==> src/rtl/prefix_reduce_pipe.sv <==
// prefix_reduce_pipe
//   Two-stage pipelined running-prefix reducer. LANES operands of DATA_W bits
//   are folded left to right with a per-transaction operator (AND, OR, XOR or
//   NAND-prefix), producing LANES-1 prefix results. Valid/ready handshakes on
//   both sides with full backpressure, plus a wrapping count of consumed results.
//
// Ports:
//   clk        in   rising-edge clock
//   rst        in   asynchronous active-high reset
//   in_valid   in   operand vector valid
//   in_ready   out  block can accept operands this cycle
//   in_data    in   LANES*DATA_W, lane k at [k*DATA_W +: DATA_W]
//   in_mode    in   2'b00 AND, 2'b01 OR, 2'b10 XOR, 2'b11 NAND-prefix
//   out_valid  out  result valid
//   out_ready  in   consumer accepts result
//   out_data   out  (LANES-1)*DATA_W, prefix j at [j*DATA_W +: DATA_W]
//   out_mode   out  mode that produced out_data
//   done_cnt   out  CNT_W count of consumed results (wraps)
module prefix_reduce_pipe #(
  parameter int DATA_W = 1,
  parameter int LANES  = 4,
  parameter int CNT_W  = 8
) (
  input  logic                          clk,
  input  logic                          rst,
  input  logic                          in_valid,
  output logic                          in_ready,
  input  logic [LANES*DATA_W-1:0]       in_data,
  input  logic [1:0]                    in_mode,
  output logic                          out_valid,
  input  logic                          out_ready,
  output logic [(LANES-1)*DATA_W-1:0]   out_data,
  output logic [1:0]                    out_mode,
  output logic [CNT_W-1:0]              done_cnt
);

  localparam int IN_W  = LANES * DATA_W;
  localparam int OUT_W = (LANES - 1) * DATA_W;

  localparam logic [1:0] MODE_OR   = 2'b01;
  localparam logic [1:0] MODE_XOR  = 2'b10;
  localparam logic [1:0] MODE_NAND = 2'b11;

  // Running fold across lanes. NAND-prefix chains with AND and inverts only
  // the emitted value, so the accumulator itself is never inverted.
  function automatic logic [OUT_W-1:0] prefix_f(input logic [IN_W-1:0] x,
                                                input logic [1:0]      mode);
    logic [DATA_W-1:0] acc;
    logic [OUT_W-1:0]  res;
    acc = x[0 +: DATA_W];
    res = '0;
    for (int j = 0; j < LANES - 1; j++) begin
      case (mode)
        MODE_OR:  acc = acc | x[(j+1)*DATA_W +: DATA_W];
        MODE_XOR: acc = acc ^ x[(j+1)*DATA_W +: DATA_W];
        default:  acc = acc & x[(j+1)*DATA_W +: DATA_W];
      endcase
      res[j*DATA_W +: DATA_W] = (mode == MODE_NAND) ? ~acc : acc;
    end
    return res;
  endfunction

  logic             vld_p1_q, vld_p1_d;
  logic [IN_W-1:0]  data_p1_q, data_p1_d;
  logic [1:0]       mode_p1_q, mode_p1_d;
  logic             vld_p2_q, vld_p2_d;
  logic [OUT_W-1:0] data_p2_q, data_p2_d;
  logic [1:0]       mode_p2_q, mode_p2_d;
  logic [CNT_W-1:0] done_cnt_q, done_cnt_d;
  logic             s1_en, s2_en;

  // Each stage may advance when it is empty or its downstream is advancing,
  // which allows accept, move and emit in the same cycle.
  assign s2_en    = !vld_p2_q || out_ready;
  assign s1_en    = !vld_p1_q || s2_en;
  assign in_ready = s1_en;

  always_comb begin
    vld_p1_d   = vld_p1_q;
    data_p1_d  = data_p1_q;
    mode_p1_d  = mode_p1_q;
    vld_p2_d   = vld_p2_q;
    data_p2_d  = data_p2_q;
    mode_p2_d  = mode_p2_q;
    done_cnt_d = done_cnt_q;

    // ---- stage 1: operand capture ----
    if (s1_en) begin
      vld_p1_d = in_valid;
      if (in_valid) begin
        data_p1_d = in_data;
        mode_p1_d = in_mode;
      end
    end

    // ---- stage 2: prefix result ----
    if (s2_en) begin
      vld_p2_d = vld_p1_q;
      if (vld_p1_q) begin
        data_p2_d = prefix_f(data_p1_q, mode_p1_q);
        mode_p2_d = mode_p1_q;
      end
    end

    // ---- output handshake ----
    if (vld_p2_q && out_ready)
      done_cnt_d = done_cnt_q + {{(CNT_W-1){1'b0}}, 1'b1};
  end

  always_ff @(posedge clk or posedge rst) begin
    if (rst) begin
      vld_p1_q   <= 1'b0;
      data_p1_q  <= '0;
      mode_p1_q  <= '0;
      vld_p2_q   <= 1'b0;
      data_p2_q  <= '0;
      mode_p2_q  <= '0;
      done_cnt_q <= '0;
    end else begin
      vld_p1_q   <= vld_p1_d;
      data_p1_q  <= data_p1_d;
      mode_p1_q  <= mode_p1_d;
      vld_p2_q   <= vld_p2_d;
      data_p2_q  <= data_p2_d;
      mode_p2_q  <= mode_p2_d;
      done_cnt_q <= done_cnt_d;
    end
  end

  assign out_valid = vld_p2_q;
  assign out_data  = data_p2_q;
  assign out_mode  = mode_p2_q;
  assign done_cnt  = done_cnt_q;

endmodule

==> config.mk <==
export PLATFORM = sky130hd
export DESIGN_NAME = prefix_reduce_pipe
export DESIGN_NICKNAME = d
export VERILOG_FILES = /design/src/rtl/prefix_reduce_pipe.sv
export SDC_FILE = /design/constraint.sdc
export NUM_CORES = 1
export LEC_CHECK = 0
export ABC_AREA = 1
export CORE_MARGIN = 2
export CORE_UTILIZATION = 35
export CTS_BUF_LIST = sky130_fd_sc_hd__clkbuf_4
export DETAILED_ROUTE_END_ITERATION = 10
export PLACE_DENSITY_LB_ADDON = 0.08
export SYNTH_ARGS = -nofsm -noshare
export SYNTH_HDL_FRONTEND = slang
export SYNTH_SLANG_ARGS = --single-unit
==> constraint.sdc <==
create_clock -name clk -period 4.95 [get_ports clk]
set_clock_uncertainty 0.1 [all_clocks]
set_input_delay 0.99 -clock clk [delete_from_list [all_inputs] [get_ports clk]]
set_output_delay 0.99 -clock clk [all_outputs]
set_load 0.02 [all_outputs]
==> impl_summary.md, run 1 <==
Power and ir drop
In this run the static leakage power is between 0.6 and 0.7 nW. Summed over all nets, the switching power comes to 0.257 mW. Dividing total power by cell area gives a power density of 476 nW/µm². The switching power share of the total is roughly two fifths. Registers are responsible for 40.3% of the overall power.

Combinational cells account for 46.5% of the total power. The share of total power in the clock network is a little over an eighth. The internal power is 0.394 mW. IR analysis of the VDD net gives a maximum drop of 0.197 mV.

Floorplanning
The core box area is slightly below 3000 µm². The area of the die is 3500 µm². The die is about 59 µm wide.

25 I/O pins were placed. The starting density of the core is between 30% and 40%. The die extent in y is approximately 59 µm. The initialized floorplan defines 20 standard-cell rows.

Layout
Relative to the synthesized area, the layout overhead comes to 28.6%. In the layout the commonest cells are sky130_fd_sc_hd__nand2_1 (24), sky130_fd_sc_hd__clkdlybuf4s50_1 (24), sky130_fd_sc_hd__dfrtp_1 (21). The number of fill cells in the layout is 304. Of the cells placed in the final design, the portion with a size suffix greater than 1 is ~7.6%. The number of nets in the final layout is 165.

The total inserted antenna cells is 0.

CTS
In this run the number of H-tree levels came out at 1. The clock tree from TritonCTS is done. The clock-pin slew on the worst setup and hold paths is 0.12 ns. In this run, post-CTS repair resized a total of 0 instances. The buffer depth of the longest clock path is 2. After clock tree synthesis, the setup repair step added 0 buffers.

The number of hold buffers added after CTS is 0. The cell at the root of the clock tree is sky130_fd_sc_hd__clkbuf_4. Clock tree synthesis inserted a total of 3 buffers. CTS saw 21 sinks.

At the later pin of the worst-skew pair, clock insertion delay measures 0.31 ns.

Drt
After detailed routing, the number of vias per cell comes to 4.30. The first detailed-routing pass ran for 4 iterations. The remaining number of nets flagged by the antenna check after routing is 0. The residual DRC count is 0.

The aggregate routed wire length is 1830 µm. The DRC marker count from the first detailed-route iteration is 15. The per-cell routed wire length is 10.3 µm. Summing over every cut layer, the via total after detailed routing is about 770.

Worst setup path
Walking the worst path, the cells encountered are clkdlybuf4s50_1 -> inv_1 -> nand3_1 -> clkdlybuf4s50_1. The arrival time of the worst setup path is 2.24 ns. By startpoint and endpoint, the worst setup path is classified as input pin to output port. For the worst flop-to-flop path, the logic depth is 16.

The cell type with the highest occurrence count on the critical path is sky130_fd_sc_hd__clkdlybuf4s50_1. The largest driver fanout on the critical path is 3. The required time of the worst setup path is 3.86 ns.

The startpoint type of the worst setup path is an input pin. The stage delay of the slowest cell on the critical path is about 0.62 ns. The worst-path cell with the longest stage delay is sky130_fd_sc_hd__clkdlybuf4s50_1. The endpoint kind of the worst setup timing path is an output port.

STA
The normalized max-slew margin is 46.2%. Setup total negative slack on the finished layout was measured at 0 ns. The transition at the pin with the smallest max-transition slack is between 0.8 and 0.9 ns. Derived from the worst setup path, the maximum achievable clock frequency is between 300 and 400 MHz. The count of final max-slew check failures is 0. The worst path uses 67.3% of the clock period.

For the finished layout, the period the worst path requires is about 3.3 ns. The count of endpoints failing setup in the final report is 0. Setup repair after global routing left no endpoint under its margin. The final critical-path setup slack is 1.62 ns. The hold violation total from the final report is 0.

Place
The last weighted congestion value of the routability-driven placer is 0.842. Buffers placed on the I/O ports in this run total 24. After legalization and detailed placement, the total HPWL measured 1410 µm. The post-place setup slack is between 1.5 and 2 ns.

Worst hold path
The tightest min-delay check is of the register to register type. The count of cells along the worst hold path is 2.

Synth
The net count after synthesis is about 140. A synthesized cell averages 9.01 µm². The cell count after synthesis is around 120. The flop and latch count out of synthesis is 21.

The sequential element share of the synthesized area is 49.4%. In this run the cell area of the synthesized design comes to 1060 µm². For this run, the number of Yosys warnings is 0. In this run, distinct cell masters in the synthesized netlist total 19.

Global routing
The initial antenna violation count is 0. Entering global routing, the biggest net connects 22 pins. The total routing resource utilization after global routing is 12.1%.

After global routing the overflow that remains totals 0. The global-route wire length before repair is ~3200 µm. The number of global-route vias before repair was approximately 710.

Outcome
The run finished with clean final reports.

Run
The tool flagged a number of max-cap violations equal to 0.
==> cell families (layout without fill, tap and decap cells) <==
family | Yosys count | after routing | synth area share, %
xor gates and xnor gates | 8 | 8 | 6.59
AOI/OAI and AO/OA | 14 | 14 | 6.71
DFF | 21 | 21 | 49.4
adders and majority gates | 9 | 9 | 10.6
buffers and inverters | 21 | 48 | 7.53
and+or+nand+nor | 45 | 45 | 19.2
==> metrics by stage <==
stage / instance area (µm²) / instances / power (mW) / util, % / hold slack [ns]
6_report: 1370 / 178 / 0.651 / 45.9 / 0.397
5_1_grt: 1370 / 178 / 0.708 / 45.9 / 0.419
4_1_cts: 1370 / 178 / 0.659 / 45.9 / 0.405
3_5_place_dp: 1340 / 174 / 0.573 / 45.0 / 0.374
3_3_place_gp: 1340 / 174 / 0.570 / 45.0 / 0.368
2_1_floorplan: 1060 / 118 / 0.448 / - / 0.413
==> area by class of cell <==
class,instances,area (µm²),share of cell area [%]
well taps,33,41.3,3.02
multi-input cells,76,458,33.5
flip-flops and latches,21,526,38.4
clock inverters,1,5.00,0.366
clock buffers,3,22.5,1.65
inverters,20,75.1,5.49
repair buffers,24,240,17.6
==> Yosys cell counts <==
cell type,number,area (µm²)
sky130_fd_sc_hd__nand2_2,3,18.8
sky130_fd_sc_hd__a21oi_1,8,40.0
sky130_fd_sc_hd__or2_2,1,6.26
sky130_fd_sc_hd__buf_2,1,5.00
sky130_fd_sc_hd__ha_1,9,113
sky130_fd_sc_hd__nand4_1,1,6.26
sky130_fd_sc_hd__xnor2_1,3,26.3
sky130_fd_sc_hd__or2_1,1,6.26
sky130_fd_sc_hd__dfrtp_1,21,526
sky130_fd_sc_hd__a31oi_1,1,6.26
sky130_fd_sc_hd__inv_1,19,71.3
sky130_fd_sc_hd__nand3_1,5,25.0
sky130_fd_sc_hd__nor3_2,1,10.0
sky130_fd_sc_hd__o21ai_0,5,25.0
sky130_fd_sc_hd__nand2_1,24,90.1
sky130_fd_sc_hd__nand2_4,1,11.3
sky130_fd_sc_hd__inv_2,1,3.75
sky130_fd_sc_hd__nor2_1,8,30.0
sky130_fd_sc_hd__xor2_1,5,43.8
==> state kept, by name (all words and copies together) (netlist names) <==
signal	flops
mode_p1_q	2
out_mode	2
done_cnt	8
out_valid	1
out_data	3
vld_p1_q	1
data_p1_q	4
==> power by group through the flow <==
stage | combinational [mW] | clock (mW) | sequential [mW]
6_report | 0.303 | 0.0864 | 0.262
4_1_cts | 0.307 | 0.0887 | 0.263
5_1_grt | 0.337 | 0.0999 | 0.271
3_5_place_dp | 0.306 | 0 | 0.267
2_1_floorplan | 0.131 | 0 | 0.317
3_3_place_gp | 0.305 | 0 | 0.265
==> worst max-delay path, delay by kind of cell <==
family | cells | cell delay (ns)
buffers and inverters | 3 | 1.15
AND/OR/NAND/NOR | 1 | 0.10
==> worst paths after layout <==
check | from | endpoint | slack (ns)
max | out_ready | in_ready | 1.62
min reg2reg | out_data[1]$_DFFE_PP0P_ | out_data[1]$_DFFE_PP0P_ | 0.40
min in group asynchronous | rst | done_cnt[7]$_DFFE_PP0P_ | 1.02
max reg2reg | mode_p1_q[0]$_DFFE_PP0P_ | out_data[2]$_DFFE_PP0P_ | 2.11
max in group asynchronous | rst | mode_p1_q[1]$_DFFE_PP0P_ | 3.22
min | out_data[1]$_DFFE_PP0P_ | out_data[1]$_DFFE_PP0P_ | 0.40
==> per-layer routing <==
layer,share of wire [%],GRT usage [%],wire length (µm)
met4,0.98,5.84,18
met5,0,0,0
met3,3.5,2.62,64
met2,41,15.6,743
met1,55,18.8,1000
(Power assumes the default switching activity.)
==> run 2: changes to the inputs <==
==> constraint.sdc (replaced) <==
create_clock -name clk -period 3 [get_ports clk]
set_clock_uncertainty 0.1 [all_clocks]
set_input_delay 0.6 -clock clk [delete_from_list [all_inputs] [get_ports clk]]
set_output_delay 0.6 -clock clk [all_outputs]
set_load 0.02 [all_outputs]
==> impl_summary.md, run 2 (synthesis results as in run 1) <==
Outcome
The flow ran to the end, and the final reports show no timing, DRC or antenna violations.

Place
The count of input and output buffers is 24. The last weighted congestion value of the routability-driven placer is 0.798. The estimated wirelength of the detail-placed design is roughly 1400 µm. After detailed placement, the design holds a cell count of 174. The post-place setup slack is 0.197 ns.

Worst setup path
The critical path buffer and inverter count is 3. The required time of the worst setup path is between 3 and 4 ns. The setup path with the least slack is of type register to register. The endpoint kind of the worst setup timing path is a register.

On the critical path the largest part of the delay comes from adder cells. The worst setup path is launched from a register. The arrival time of the worst setup path is 2.85 ns. The stage delay of the slowest cell on the critical path is 0.39 ns. The critical path goes through inv_1 -> ha_4 -> inv_2 -> or2_1 -> nand2_2 -> inv_1 -> ha_1 -> a21oi_1 -> nand2_2 -> nand2_4 -> ha_1 -> a21oi_1 -> o21ai_0 -> o21ai_0 -> xor2_1 -> o21ai_0. The worst-path cell with the longest stage delay is sky130_fd_sc_hd__dfrtp_1. The cell type with the highest occurrence count on the critical path is sky130_fd_sc_hd__o21ai_0. Of all nets on the critical path, the largest fanout is 4.

Power and ir drop
The static power due to leakage is 0.703 nW. IR analysis of the VDD net gives a maximum drop of 0.293 mV. The cell area power density is ~780 nW/µm².

Global routing
The number of global-route vias before repair was 701. The initial antenna violation count is 0. The total routing resource utilization after global routing is 11.9%. The global-route wire length before repair is 3110 µm.

The total global routing overflow is 0. The pin count of the biggest net entering global routing is 22.

Worst hold path
The tightest min-delay check is of the register to register type.

Drt
The residual DRC count is 0. In this run the remaining antenna-violating nets after routing total 0. The aggregate routed wire length is between 1500 and 2000 µm.

The detailed router placed 784 vias in this run. The routed via count divided by cell count is 4.38. In the final routed layout, each cell accounts on average for 10.4 µm. After the first detailed-routing iteration, the DRC count stood at 18. The first-pass detailed-route iteration total is 4.

Layout
The repair_antennas step left the layout with diodes totalling 0. The end-of-flow core utilization is a little under half. The area added between synthesis and finish is 30.5%.

The share of post-route cells with drive strength above 1 is 8.90%. The flip-flop count of the largest register after layout is 8. In the layout the commonest cells are sky130_fd_sc_hd__nand2_1 (24), sky130_fd_sc_hd__clkdlybuf4s50_1 (24), sky130_fd_sc_hd__dfrtp_1 (21). At the end of the flow, the number of nets in the layout was 166. The finished layout holds 179 standard cells, fillers aside.

STA
Setup repair after global routing left no endpoint under its margin. The clock period could shrink to 2.76 ns. The worst hold slack after final layout is around 0.40 ns. The highest achievable clock rate is 362 MHz. The worst path uses 92.0% of the clock period. After layout, the worst setup slack is 0.240 ns. The normalized max-slew margin is between 40 and 50%. The count of final max-slew check failures was 0. The hold violation total from the final report is 0. In the final timing run, aggregate negative setup slack is 0 ns. For the pin with the worst max-slew slack, the measured transition is between 0.8 and 0.9 ns.

The count of endpoints failing setup in the final report is 0.

CTS
TritonCTS built the clock tree. The buffer depth of the longest clock path is 2. CTS built an H-tree with a depth of 1. CTS saw 21 sinks.

After clock tree synthesis, the clock-pin slew on the worst setup and hold paths is 0.12 ns. Clock tree synthesis inserted a total of 3 buffers. The tree is rooted in a sky130_fd_sc_hd__clkbuf_4.

At the later pin of the worst-skew pair, clock insertion delay measures 0.30 ns.

Run
The tool flagged a number of max-cap violations equal to 0.

Floorplanning
Pin placement for this block handled 25 I/O pins. The floorplan step defined a die boundary enclosing around 3500 µm². The cell row count is 20. The die is 59.1 µm wide.

The core box area is approximately 3000 µm². Once the floorplan was initialized, standard cells occupied 35.7% of the core. Measured along the y axis, the die boundary spans between 50 and 60 µm.
-- run 2: cell count changes in the layout (fill, tap and decap cells not counted), sizes merged --
cell / delta
buf: +1
-- run 2: final cells by class --
class                      instances  area, µm²
timing repair buffer              25        248
clock buffer                       3       22.5
fill                             303       1590
inverter                          20       75.1
multi-input combinational         76        470
sequential                        21        526
tap                               33       41.3
clock inverter                     1       5.00
-- run 2: final timing paths --
check                      cells after the start  slack, ns                      end                startpoint
setup reg to reg                              16       0.24  out_data[2]$_DFFE_PP0P_  mode_p1_q[0]$_DFFE_PP0P_
hold / removal                                 2       0.40  out_data[1]$_DFFE_PP0P_   out_data[1]$_DFFE_PP0P_
max in group asynchronous                      2       1.64  done_cnt[7]$_DFFE_PP0P_                       rst
min in group asynchronous                      2       0.64  out_data[2]$_DFFE_PP0P_                       rst
setup / recovery                              16       0.24  out_data[2]$_DFFE_PP0P_  mode_p1_q[0]$_DFFE_PP0P_
hold reg to reg                                2       0.40  out_data[1]$_DFFE_PP0P_   out_data[1]$_DFFE_PP0P_
-- run 2: what timing repair did --
action                     in CTS  in global routing
hold buffers                    0                  0
resized for setup               0                  1
setup endpoints to repair       0                  1
setup buffers                   0                  1
-- run 2: report_power, final --
group	internal [mW]	total, mW	switching [mW]
logic	0.240	0.512	0.271
clock network	0.0496	0.137	0.0875
registers	0.368	0.432	0.0638
-- run 2: stage by stage --
step	cell area (µm²)	power (mW)
after global placement	1340	0.939
after detailed placement	1340	0.945
after global routing	1390	1.18
final	1390	1.08
after floorplan	1060	0.739
after CTS	1370	1.09
-- run 2: tightest hold or removal path, stage by stage, from the launching register on --
cell	delay [ns]
sky130_fd_sc_hd__dfrtp_1	0.37
sky130_fd_sc_hd__nand2_1	0.05
sky130_fd_sc_hd__nand2_1	0.05
-- run 2: metal layers --
| metal | GRT usage, % | up-vias | share of wire (%) |
|---|---|---|---|
| met1 | 16.6 | 344 | 51 |
| met2 | 17.3 | 16 | 44 |
| li1 | - | 422 | - |
| met5 | 0 | - | 0 |
| met3 | 2.84 | 2 | 4.0 |
| met4 | 5.84 | 0 | 0.97 |
